**src/rtl/gb_audio_pkg.sv**
```systemverilog
// Shared definitions for the Game Boy audio back-end: widths, FSM states and
// the sample attenuation rule.
package gb_audio_pkg;

  localparam int GB_AUDIO_W    = 16;
  localparam int I2S_SLOT_BITS = 32;

  typedef enum logic {
    IDLE = 1'b0,
    RUN  = 1'b1
  } state_t;

  // Mute wins over the attenuation shift; the shift keeps the sign.
  function automatic logic [GB_AUDIO_W-1:0] attenuate(
    input logic [GB_AUDIO_W-1:0] sample,
    input logic [1:0]            shift,
    input logic                  silence
  );
    logic signed [GB_AUDIO_W-1:0] s;
    s = sample;
    return silence ? '0 : GB_AUDIO_W'(s >>> shift);
  endfunction

endpackage

```
**src/rtl/i2s_bclk_gen.sv**
```systemverilog
// Bit-clock divider: toggles o_bclk every BCLK_DIV clk cycles while enabled and
// flags the cycle in which a 1->0 toggle is about to happen.
module i2s_bclk_gen #(
  parameter int BCLK_DIV = 1
) (
  input  logic clk,
  input  logic rst_n,
  input  logic i_en,
  output logic o_bclk,
  output logic o_fall
);

  localparam int DIV_W = (BCLK_DIV > 1) ? $clog2(BCLK_DIV) : 1;

  logic [DIV_W-1:0] r_div_cnt;
  logic             r_bclk;
  logic             w_div_wrap;

  assign w_div_wrap = (r_div_cnt == DIV_W'(BCLK_DIV - 1));

  // Disabling clears the divider so every run starts with a rising edge first.
  always_ff @(posedge clk) begin
    if (!rst_n || !i_en) begin
      r_div_cnt <= '0;
      r_bclk    <= 1'b0;
    end else if (w_div_wrap) begin
      r_div_cnt <= '0;
      r_bclk    <= ~r_bclk;
    end else begin
      r_div_cnt <= r_div_cnt + 1'b1;
    end
  end

  assign o_bclk = r_bclk;
  assign o_fall = i_en & w_div_wrap & r_bclk;

endmodule

```
**src/rtl/gb_i2s_tx.sv**
```systemverilog
// Philips I2S transmitter for the Game Boy core's stereo samples: frame latch
// with mute/attenuation, slot sequencing and registered BCLK/LRCLK/SDATA.
module gb_i2s_tx
  import gb_audio_pkg::*;
#(
  parameter int BCLK_DIV  = 1,
  parameter int SLOT_BITS = I2S_SLOT_BITS,
  parameter int DATA_BITS = GB_AUDIO_W
) (
  input  logic                 clk,
  input  logic                 rst_n,
  input  logic                 en,
  input  logic                 mute,
  input  logic [1:0]           vol,
  input  logic [DATA_BITS-1:0] left,
  input  logic [DATA_BITS-1:0] right,
  output logic                 i2s_bclk,
  output logic                 i2s_lrclk,
  output logic                 i2s_sdata,
  output logic                 sample_tick,
  output logic                 busy
);

  localparam int FRAME_BITS = 2 * SLOT_BITS;
  localparam int CNT_W      = $clog2(FRAME_BITS);
  localparam int IDX_W      = $clog2(DATA_BITS);

  state_t               r_state, w_state_next;
  logic                 w_run, w_fall, w_bclk;
  logic                 w_wrap, w_latch, w_stop;
  logic [CNT_W-1:0]     r_bit_cnt, w_pos;
  logic [DATA_BITS-1:0] r_shadow_l, r_shadow_r, w_word;
  logic [IDX_W-1:0]     w_idx;
  logic                 w_lr, w_bit;
  logic                 r_lrclk, r_sdata, r_tick;

  assign w_run = (r_state == RUN);

  i2s_bclk_gen #(.BCLK_DIV(BCLK_DIV)) u_bclk_gen (
    .clk    (clk),
    .rst_n  (rst_n),
    .i_en   (w_run),
    .o_bclk (w_bclk),
    .o_fall (w_fall)
  );

  assign w_wrap = w_fall && (r_bit_cnt == CNT_W'(FRAME_BITS - 1));

  // NOTE: reset is sampled on the clock edge and all state uses <= so every register sees pre-edge values.
  always_ff @(posedge clk) begin
    if (!rst_n) r_state <= IDLE;
    else        r_state <= w_state_next;
  end

  // NOTE: defaulting every comb output first keeps these blocks latch-free.
  always_comb begin
    w_state_next = r_state;
    case (r_state)
      IDLE:    if (en) w_state_next = RUN;
      RUN:     if (w_wrap && !en) w_state_next = IDLE;
      default: w_state_next = IDLE;
    endcase
  end

  always_comb begin
    w_latch = 1'b0;
    w_stop  = 1'b0;
    case (r_state)
      IDLE: w_latch = en;
      RUN: begin
        w_latch = w_wrap && en;
        w_stop  = w_wrap && !en;
      end
      default: ;
    endcase
  end

  // Slot decode for the current bit position; outputs register it one BCLK later.
  assign w_lr   = (r_bit_cnt >= CNT_W'(SLOT_BITS));
  assign w_pos  = w_lr ? (r_bit_cnt - CNT_W'(SLOT_BITS)) : r_bit_cnt;
  assign w_word = w_lr ? r_shadow_r : r_shadow_l;

  always_comb begin
    w_idx = '0;
    w_bit = 1'b0;
    if (w_pos >= CNT_W'(1) && w_pos <= CNT_W'(DATA_BITS)) begin
      w_idx = IDX_W'(DATA_BITS - int'(w_pos));
      w_bit = w_word[w_idx];
    end
  end

  always_ff @(posedge clk) begin
    if (!rst_n) begin
      r_bit_cnt  <= '0;
      r_lrclk    <= 1'b0;
      r_sdata    <= 1'b0;
      r_tick     <= 1'b0;
      r_shadow_l <= '0;
      r_shadow_r <= '0;
    end else begin
      r_tick <= w_latch;
      if (w_latch) begin
        r_shadow_l <= DATA_BITS'(attenuate(GB_AUDIO_W'(left),  vol, mute));
        r_shadow_r <= DATA_BITS'(attenuate(GB_AUDIO_W'(right), vol, mute));
      end
      if (!w_run || w_stop) begin
        r_bit_cnt <= '0;
        r_lrclk   <= 1'b0;
        r_sdata   <= 1'b0;
      end else if (w_fall) begin
        r_bit_cnt <= w_wrap ? '0 : r_bit_cnt + 1'b1;
        r_lrclk   <= w_lr;
        r_sdata   <= w_bit;
      end
    end
  end

  assign i2s_bclk    = w_bclk;
  assign i2s_lrclk   = r_lrclk;
  assign i2s_sdata   = r_sdata;
  assign sample_tick = r_tick;
  assign busy        = w_run;

endmodule

```
**config.mk**
```make
export PLATFORM = sky130hd
export DESIGN_NAME = gb_i2s_tx
export DESIGN_NICKNAME = d
export VERILOG_FILES = /design/src/rtl/gb_audio_pkg.sv /design/src/rtl/i2s_bclk_gen.sv /design/src/rtl/gb_i2s_tx.sv
export SDC_FILE = /design/constraint.sdc
export NUM_CORES = 1
export LEC_CHECK = 0
export CORE_MARGIN = 3
export CORE_UTILIZATION = 35
export DETAILED_ROUTE_END_ITERATION = 8
export PLACE_DENSITY_LB_ADDON = 0.08
export SYNTH_ARGS = -nofsm -noshare
export SYNTH_HDL_FRONTEND = slang
export SYNTH_SLANG_ARGS = --single-unit
```
**constraint.sdc**
```tcl
create_clock -name clk -period 3.1 [get_ports clk]
set_clock_uncertainty 0.05 [all_clocks]
set_input_delay 0.62 -clock clk [delete_from_list [all_inputs] [get_ports clk]]
set_output_delay 0.62 -clock clk [all_outputs]
set_load 0.1 [all_outputs]
```
==> impl_results.md <==
- Number of clock sinks: 44
- Maximum number of pins on one net before global-route repair: 33
- Worst-path maximum fanout: 9
- Least-Margin Pin Slew: slightly above 0.9 ns
- Via count: ~2.1k
- Max Fclk: 376 MHz
- DRC viols: 0
- Critical Path RT: 3.23 ns
- Critical Path Source Type: register
- IR Drop Worst-Case VDD: 0.196 mV
- Netlist cell types: 44
- Wire per inst: 15.7 µm
- Clock latency on the worst-skew pair: around 0.3 ns
- Number of flops mapped to enable cells by yosys: 0
- Reg clk slew, reported paths: 0.09 ns
- Vias in the first global route: 2125
- Global route overflow: 0
- Vias per cell: around 5.2
- Hpwl dp: 4.61 mm
- Post-CTS Hold Buffers: 0
- Seq/Total Area, Yosys: 0.346
- Relative slew slack: 0.390
- Die Ht: between 90 and 100 µm
- Inserted Clock Buffers: 5
- Reg2Reg Depth: 6
- Final min period: 2.66 ns
- CTS root buffer: clkbuf_8
- Slowest Stage Delay on Critical Path: 0.61 ns
- Number of hold violations in the final report: 0
- Area Overhead vs Synth: 22.7%
- IO Port Bufs: 42
- Mapped Nets: between 300 and 400
- CTS tree: built
- Crit. End Element: register
- H-Tree Depth: 2
- Unrepaired setup endpoints after global routing: no
- Worst setup startpoint: r_bit_cnt[0]
- Cell Rows: 30
- Async SR Flop Fraction: 0
- Total GRT Usage: 0.156
- Multi-input gate area: about 1500 µm²
- Worst-path cell chain: inv_1, ha_1, mux4_1, mux4_2, o21ai_1, a211oi_1
- Hold depth: 2
- Initial Utilization: 0.368
- Post-Route Utilization: 0.452
- Clock tree buffer depth: 2
- Syn_area_per_cell: 9.52 µm²
- Synthesized flop and latch total: 44
- Fillers: ~700
- Worst r2r src: r_bit_cnt[0]
- CP Buf/Inv Count: 1
- Antenna diodes: 0
- Mapped Area: ~2500 µm²
- Top cell family by delay on the critical path: multiplexers
- Final setup vio count: 0
- Critical Path AT: 2.79 ns
- Final Wtd Congestion: approximately 0.77
- Post-CTS Resized: 0
- Final cycle utilization of the critical path: 0.858
- Die width: 91.2 µm
- Core area: 6910 µm²
- Slew Viols, Final: 0
- Hold WS: 0.412 ns
- Post-CTS setup buffers: 0
- Mapped Cells: 267
- Synth Flop Type: dfxtp_1
- Antenna violations before repair: 0
- Max Cap Viol: 0
- First DRT Iteration DRCs: 72
- CP max stage cell: mux4_1
- Crit Reg-Reg Endpoint: i2s_sdata
- Io pins: 43
- First-pass DRT Iterations: 4
- Hold WC Path Type: reg -> reg
- Antenna viol nets, final: 0
- Layout cell share with drive strength beyond 1: 0.106
- Die area: 8320 µm²
- Detailed Route WL: 6.26 mm
- Status: completed
- Fin Setup TNS: 0 ns
- Power Density: 405 nW/µm²
- Synth warn: 0
- First-pass GRT wire length: 10.6 mm
- Lkg Pwr: 1.23 nW
- Crit path depth: 6
- Nets: 344
- CP Class: reg -> reg
- Sequential Area: 881 µm²
- Worst R2R Setup Slack: 0.44 ns
- Worst setup path end: i2s_sdata
## cell type report
cell class | instances | share of cell area
multi-input cells | 197 | 0.488
flip-flops and latches | 44 | 0.282
repair buffers | 48 | 0.149
well taps | 96 | 0.0385
clock buffers | 6 | 0.0233
clock inverters | 2 | 0.0112
inverters | 6 | 0.00722
## cell usage after synthesis, drive strengths merged (5+ instances only)
cell type | n | share of area
a211oi | 8 | 0.024
o21ai | 11 | 0.022
inv | 5 | 0.0074
dfxtp | 44 | 0.35
a21oi | 9 | 0.018
mux4 | 9 | 0.092
clkbuf | 5 | 0.0074
nor2 | 16 | 0.024
buf | 15 | 0.041
xor2 | 5 | 0.017
a32o | 14 | 0.055
mux2 | 8 | 0.035
nand2 | 45 | 0.066
nor2b | 6 | 0.015
a22o | 8 | 0.028
mux2i | 19 | 0.075
## report_power, final
group / total, mW / leakage (nW) / internal, mW / switching (mW)
Clock: 0.444 / 0.0552 / 0.240 / 0.204
Combinational: 0.221 / 0.817 / 0.109 / 0.112
Sequential: 0.600 / 0.358 / 0.586 / 0.0134
Total: 1.26 / 1.23 / 0.935 / 0.330
## registers in the layout, summed over array words and instances, names as in the netlist
signal	flops
u_bclk_gen.o_bclk	1
r_shadow_r	16
r_shadow_l	16
u_bclk_gen.r_div_cnt	1
r_bit_cnt	6
busy	1
sample_tick	1
i2s_sdata	1
i2s_lrclk	1
## worst min-delay path by stage
stage	startpoint	endpoint
floorplan	r_shadow_l[14]	r_shadow_l[14]
global placement	i2s_lrclk	i2s_lrclk
detailed placement	r_shadow_l[14]	r_shadow_l[14]
CTS	r_shadow_r[1]	r_shadow_r[1]
global route	i2s_lrclk	i2s_lrclk
finish	r_shadow_r[1]	r_shadow_r[1]
## layer usage
layer,routed length [µm],share of wire,track usage
met4,74,0.012,0.0452
met5,0,0,0
met2,2800,0.45,0.245
met1,3200,0.51,0.217
met3,176,0.028,0.0315
## worst register-to-register path, stage by stage, from the launching register on
cell and delay, ns:
dfxtp_1 0.45, inv_1 0.15, ha_1 0.58, mux4_1 0.61, mux4_2 0.48, o21ai_1 0.13, a211oi_1 0.08
## cells in the final DEF (no fill, tap or decap), drive strengths merged, types with 2 or more instances in the layout
| cell type | count |
|---|---|
| inv | 5 |
| mux2 | 8 |
| a211oi | 8 |
| mux2i | 19 |
| o2bb2ai | 4 |
| clkinv | 2 |
| nor2 | 16 |
| a32o | 14 |
| nand3 | 2 |
| xor2 | 5 |
| nor2b | 6 |
| a2111o | 4 |
| buf | 11 |
| nor4 | 2 |
| o21ai | 11 |
| a22o | 8 |
| clkbuf | 6 |
| a21o | 2 |
| dfxtp | 44 |
| clkdlybuf4s50 | 37 |
| a21oi | 9 |
| ha | 4 |
| nand2 | 45 |
| or2 | 4 |
| mux4 | 9 |
| and3 | 3 |
## stage by stage
| stage | total power [mW] | std cells | worst slack, ns | cell area (µm²) |
|---|---|---|---|---|
| after floorplan | 0.744 | 267 | 0.635 | 2540 |
| final | 1.26 | 399 | 0.440 | 3120 |
| after global placement | 0.834 | 391 | 0.513 | 3010 |
| after CTS | 1.27 | 399 | 0.416 | 3120 |
| after detailed placement | 0.834 | 391 | 0.447 | 3010 |
| after global routing | 1.32 | 399 | 0.260 | 3120 |
## cell families (layout without fill, tap and decap cells)
group                    after synthesis  count (layout)  share of synthesized area
adder cells (fa/ha/maj)                4               4                     0.0197
other                                  1               1                    0.00147
buffers and inverters                 26              62                     0.0576
multiplexers                          36              36                      0.202
AO/OA/AOI/OAI                         65              65                      0.200
XOR/XNOR                               5               5                     0.0172
AND/OR/NAND/NOR                       86              86                      0.156
flip-flops                            44              44                      0.346
(Power assumes the default switching activity.)
==> RTL edit 1, RTL diff (config.mk and constraints unchanged) <==
`I2S_SLOT_BITS`: 32 -> 64.
--- a/src/rtl/gb_audio_pkg.sv
+++ b/src/rtl/gb_audio_pkg.sv
@@ -3,7 +3,7 @@
 package gb_audio_pkg;
 
   localparam int GB_AUDIO_W    = 16;
-  localparam int I2S_SLOT_BITS = 32;
+  localparam int I2S_SLOT_BITS = 64;
 
   typedef enum logic {
     IDLE = 1'b0,
Check against the original RTL: no difference found for any inputs over 10 cycles, from zero or initial values and one cycle with rst_n low; that may be too few to reach the edited logic, so the function may still have changed.
==> RTL edit 1 against the original RTL <==
- worst setup slack improved by 120 ps
- utilization shrank 0.54 points
- power down 1.4%
- synthesized area rose by 7.1%
- critical path depth up 1
- final area grew 6.0%
- largest cell class unchanged
- wire length increased by 12%
- largest power group unchanged
- sequential cell count up 1
- highest routed layer unchanged
==> RTL edit 1: results (changes against the original RTL) <==
metric,value,unit,change
most frequent cells after synthesis,"45 x dfxtp_1, 40 x nand2_1, 31 x nor2_1",,
Total GRT Usage,0.1674,,+0.01124
post-synthesis mux area share,0.2095,,+0.007691
initial drt markers,88,,+22%
sequential fraction of the synthesis area,0.3307,,-0.01573
H-Tree Depth,2,,unchanged
Buffers on Ports,42,,unchanged
setup bufs post-CTS,0,,unchanged
post-DP HPWL,5.318,mm,+15%
TritonCTS Buffers,5,,unchanged
distinct cell type count of the synthesized netlist,45,,+2.3%
first-pass GRT wire length,11.57,mm,+9.2%
Slowest Stage Delay on Critical Path,620,ps,
Pleak,1.204,nW,-2.2%
register clock-pin slew on the reported worst setup and hold paths,80,ps,
share of cells above drive strength 1,0.1306,,+0.02495
Worst Setup SP,r_bit_cnt[0]$_SDFFE_PP0P_,,
Hold Startpoint,i2s_lrclk$_SDFFE_PP0P_,,
Via density,5.202,,-0.36%
xor/xnor share of the synthesized area,0.02572,,+0.008499
Critical Path Fanout Max,10,,+1
DR WL/cell,16.12,um,+2.8%
Sequential Power Share,0.500,,+0.026
number of diodes,0,,unchanged
synth top area cells,"dfxtp_1 33%, mux4_2 9.9%, mux2i_1 7.7%",,
pwr/cell area,377.2,nW/um^2,-6.9%
"Net Count, Synth",345,,+12%
CP max stage cell,ha_1,,
combinational power,0.262,mW,+19%
antenna violations before repair,0,,unchanged
status,"finished, final reports clean",,
# resized after CTS,0,,unchanged
family with the most delay on the worst path,multiplexers,,
Mapped Cells,304,,+14%
Layout Nets,377,,+9.6%
Compound-Gate Fraction of Synth Area,0.1934,,-0.006910
type of the tightest min-delay check,reg -> reg,,
worst slew pin tran,576.1,ps,-333.4 ps
Post-Synth Adder-Cell Area,0.01378,,-0.005905
GPL Wtd Cong,0.7542,,-2.5%
Largest regs,"r_shadow_l x16, r_shadow_r x16, r_bit_cnt x7",,
total number of vias,2268,,+8.9%
Peak VDD IR,0.0002502,V,+28%
Internal,0.8864,mW,-5.2%
cell count after placement,428,,+9.5%
largest net degree at the start of global routing,36,,+9.1%
-- RTL edit 1: changes by cell type in the layout (fill, tap and decap cells not counted), sizes merged, moves of 5 or more --
cell and change:
a32o -13, a21boi +15, o21ai -7, a21oi +11, nor2 +15, nand3 +5
nand4 +5
-- RTL edit 1: final cells by class --
type / instances / area [sq um]
fill: 747 / 4101
multi-input combinational: 230 / 1700
sequential: 45 / 900.9
timing repair buffer: 50 / 480.5
tap: 99 / 123.9
clock buffer: 5 / 68.82
clock inverter: 3 / 17.52
inverter: 4 / 15.01
-- RTL edit 1: through the flow --
stage                     hold WS [ps]  worst slack, ps  cell area, sq um
after CTS                        410.3            546.8              3307
after global placement           394.4            636.9              3221
after detailed placement         397.9            555.0              3221
final                            410.0            561.3              3307
after global routing             434.4            373.6              3307
after floorplan                  377.1            492.7              2724
-- RTL edit 1: path summary, 6_finish.rpt --
kind	endpoint	slack, ps	cells after the start
setup / recovery	i2s_sdata$_SDFFE_PP0P_	560	7
hold / removal	i2s_lrclk$_SDFFE_PP0P_	410	2
setup reg to reg	i2s_sdata$_SDFFE_PP0P_	560	7
hold reg to reg	i2s_lrclk$_SDFFE_PP0P_	410	2
-- RTL edit 1: worst reg2reg max path, stage by stage, from the launching register on --
cell	delay, ps
dfxtp_1	400
buf_4	220
inv_1	90
ha_1	620
mux4_2	400
mux4_2	460
nor2_1	110
o31ai_1	70
-- RTL edit 1: metal layers --
| metal | vias to the layer above | wire, um | GRT usage |
|---|---|---|---|
| met5 | - | 0 | 0 |
| met4 | 0 | 76 | 0.03851 |
| li1 | 1166 | - | - |
| met3 | 8 | 205 | 0.03205 |
| met1 | 1059 | 3488 | 0.2333 |
| met2 | 35 | 3256 | 0.2671 |
==> RTL edit 2, RTL diff (same settings) <==
Made on the original files. Register the inputs `en`, `mute`, `vol`, `left` and `right` before use. The logic sees them one clock later. Comments in the files are not updated.
--- a/src/rtl/gb_i2s_tx.sv
+++ b/src/rtl/gb_i2s_tx.sv
@@ -24,6 +24,20 @@
   localparam int FRAME_BITS = 2 * SLOT_BITS;
   localparam int CNT_W      = $clog2(FRAME_BITS);
   localparam int IDX_W      = $clog2(DATA_BITS);
+
+  logic en_q;
+  logic mute_q;
+  logic [1:0] vol_q;
+  logic [DATA_BITS-1:0] left_q;
+  logic [DATA_BITS-1:0] right_q;
+
+  always_ff @(posedge clk) begin
+    en_q    <= en;
+    mute_q  <= mute;
+    vol_q   <= vol;
+    left_q  <= left;
+    right_q <= right;
+  end
 
   state_t               r_state, w_state_next;
   logic                 w_run, w_fall, w_bclk;
@@ -56,8 +70,8 @@
   always_comb begin
     w_state_next = r_state;
     case (r_state)
-      IDLE:    if (en) w_state_next = RUN;
-      RUN:     if (w_wrap && !en) w_state_next = IDLE;
+      IDLE:    if (en_q) w_state_next = RUN;
+      RUN:     if (w_wrap && !en_q) w_state_next = IDLE;
       default: w_state_next = IDLE;
     endcase
   end
@@ -66,10 +80,10 @@
     w_latch = 1'b0;
     w_stop  = 1'b0;
     case (r_state)
-      IDLE: w_latch = en;
+      IDLE: w_latch = en_q;
       RUN: begin
-        w_latch = w_wrap && en;
-        w_stop  = w_wrap && !en;
+        w_latch = w_wrap && en_q;
+        w_stop  = w_wrap && !en_q;
       end
       default: ;
     endcase
@@ -100,8 +114,8 @@
     end else begin
       r_tick <= w_latch;
       if (w_latch) begin
-        r_shadow_l <= DATA_BITS'(attenuate(GB_AUDIO_W'(left),  vol, mute));
-        r_shadow_r <= DATA_BITS'(attenuate(GB_AUDIO_W'(right), vol, mute));
+        r_shadow_l <= DATA_BITS'(attenuate(GB_AUDIO_W'(left_q),  vol_q, mute_q));
+        r_shadow_r <= DATA_BITS'(attenuate(GB_AUDIO_W'(right_q), vol_q, mute_q));
       end
       if (!w_run || w_stop) begin
         r_bit_cnt <= '0;
Function: changed (a bounded check fails within 4 cycles, from zero or initial values and one cycle with rst_n low).
==> RTL edit 2 against the original RTL <==
- first-iteration DRC count down 13%
- utilization fell by 1.1 points
- cell count rose by 3.3%
- via count up 3.2%
- non-clock buffer count shrank 1
- wire length grew 2.3%
- worst setup slack better by 150 ps
- sequential cell count is 36 higher
- final area is 26% higher
- power is 57% higher
- synthesized area increased by 28%
==> RTL edit 2: results (changes against the original RTL) <==
metric,value,unit,change
first-pass GRT wire length,10.82,mm,+2.1%
share of cells above drive strength 1,0.2171,,+0.1115
filler cell count,829,,+16%
synth top area cells,"dfxtp_1 49%, mux4_2 19%, a22o_1 5.4%",,
met2 wire len,2.985,mm,+6.5%
Rel. slew slack,0.4700,,+0.08045
type of the tightest min-delay check,reg -> reg,,
Hold Startpoint,i2s_lrclk$_SDFFE_PP0P_,,
GR Util met3,0.03276,,+0.001281
antenna violations before repair,0,,unchanged
Peak VDD IR,0.0002167,V,+11%
GPL Wtd Cong,0.8359,,+8.0%
Critical Path Fanout Max,9,,unchanged
met1 wire length,3.084,mm,-3.7%
WHS Endpoint,i2s_lrclk$_SDFFE_PP0P_,,
post-DP HPWL,4.571,mm,-0.80%
Sequential Power Share,0.563,,+0.089
Via density,5.218,,about the same
status,"finished, final reports clean",,
drt first pass iters,4,,unchanged
Layout Nets,341,,-0.87%
most frequent cells after synthesis,"80 x dfxtp_1, 27 x mux4_2, 24 x nand2_1",,
Slowest Stage Delay on Critical Path,530,ps,-80 ps
H-Tree Depth,3,,+1
cell count after placement,396,,+1.3%
fin worst setup slack,590.3,ps,+150.0 ps
CP max stage cell,mux4_2,,
met3 routed wirelength,208,um,+18%
Mapped Avg Cell Area,12.58,sq um,+32%
P_sw,0.4831,mW,+47%
Crit path arrival time,2680,ps,-110 ps
vias in the first global route,2180,,+2.6%
TritonCTS Buffers,9,,+4
Worst Setup SP,r_bit_cnt[0]$_SDFFE_PP0P_,,
initial drt markers,63,,-13%
Reg2Reg Depth,6,,unchanged
hold_ws,405.9,ps,-6.314 ps
sequential fraction of the synthesis area,0.4916,,+0.1451
met2 Use GR,0.2066,,-0.03869
Total GRT Usage,0.1352,,-0.02097
area occupied by multi-input gates,1535,sq um,+0.74%
clk_lat worst skew,340,ps,+40 ps
dpl ws,595.3,ps,+148.6 ps
"Net Count, Synth",301,,-2.6%
combinational power,0.193,mW,-13%
# resized after CTS,0,,unchanged
Gate power share,0.097,,-0.078
"Cell Count, Final, Fillers Out",412,,+3.3%
CP Capture Point,i2s_sdata$_SDFFE_PP0P_,,
Post-DP Area,3745,sq um,+24%
total wire length,6.399,mm,+2.3%
Pleak,1.469,nW,+19%
largest net degree at the start of global routing,33,,unchanged
setup bufs post-CTS,0,,unchanged
met1 global-route usage,0.1816,,-0.03505
distinct cell type count of the synthesized netlist,38,,-14%
[RTL edit 2: cell types whose count changed in the layout (fill, tap and decap cells not counted), moves of 6 or more]
cell      change
dfxtp_1      +35
a32o_1        -6
mux4_2       +26
o21ai_0       -8
nor2b_1       -6
a211oi_1      -6
nand2_1      -21
nor2_1        -6
mux2i_1      -11
mux4_1        -8
a22o_1       +12
[RTL edit 2: area by class of cell]
class	instances	share of cell area
sequential	80	0.4090
multi-input combinational	154	0.3918
timing repair buffer	47	0.1137
clock buffer	11	0.03608
tap	108	0.03448
clock inverter	5	0.008301
inverter	7	0.006705
[RTL edit 2: cell families after synthesis]
kind of cell,share of synthesized area
AOI/OAI and AO/OA,0.1302
xor gates and xnor gates,0.01344
adders and majority gates,0.01536
buffers and inverters,0.03840
DFF,0.4916
muxes,0.2250
other,0.001151
and+or+nand+nor,0.08487
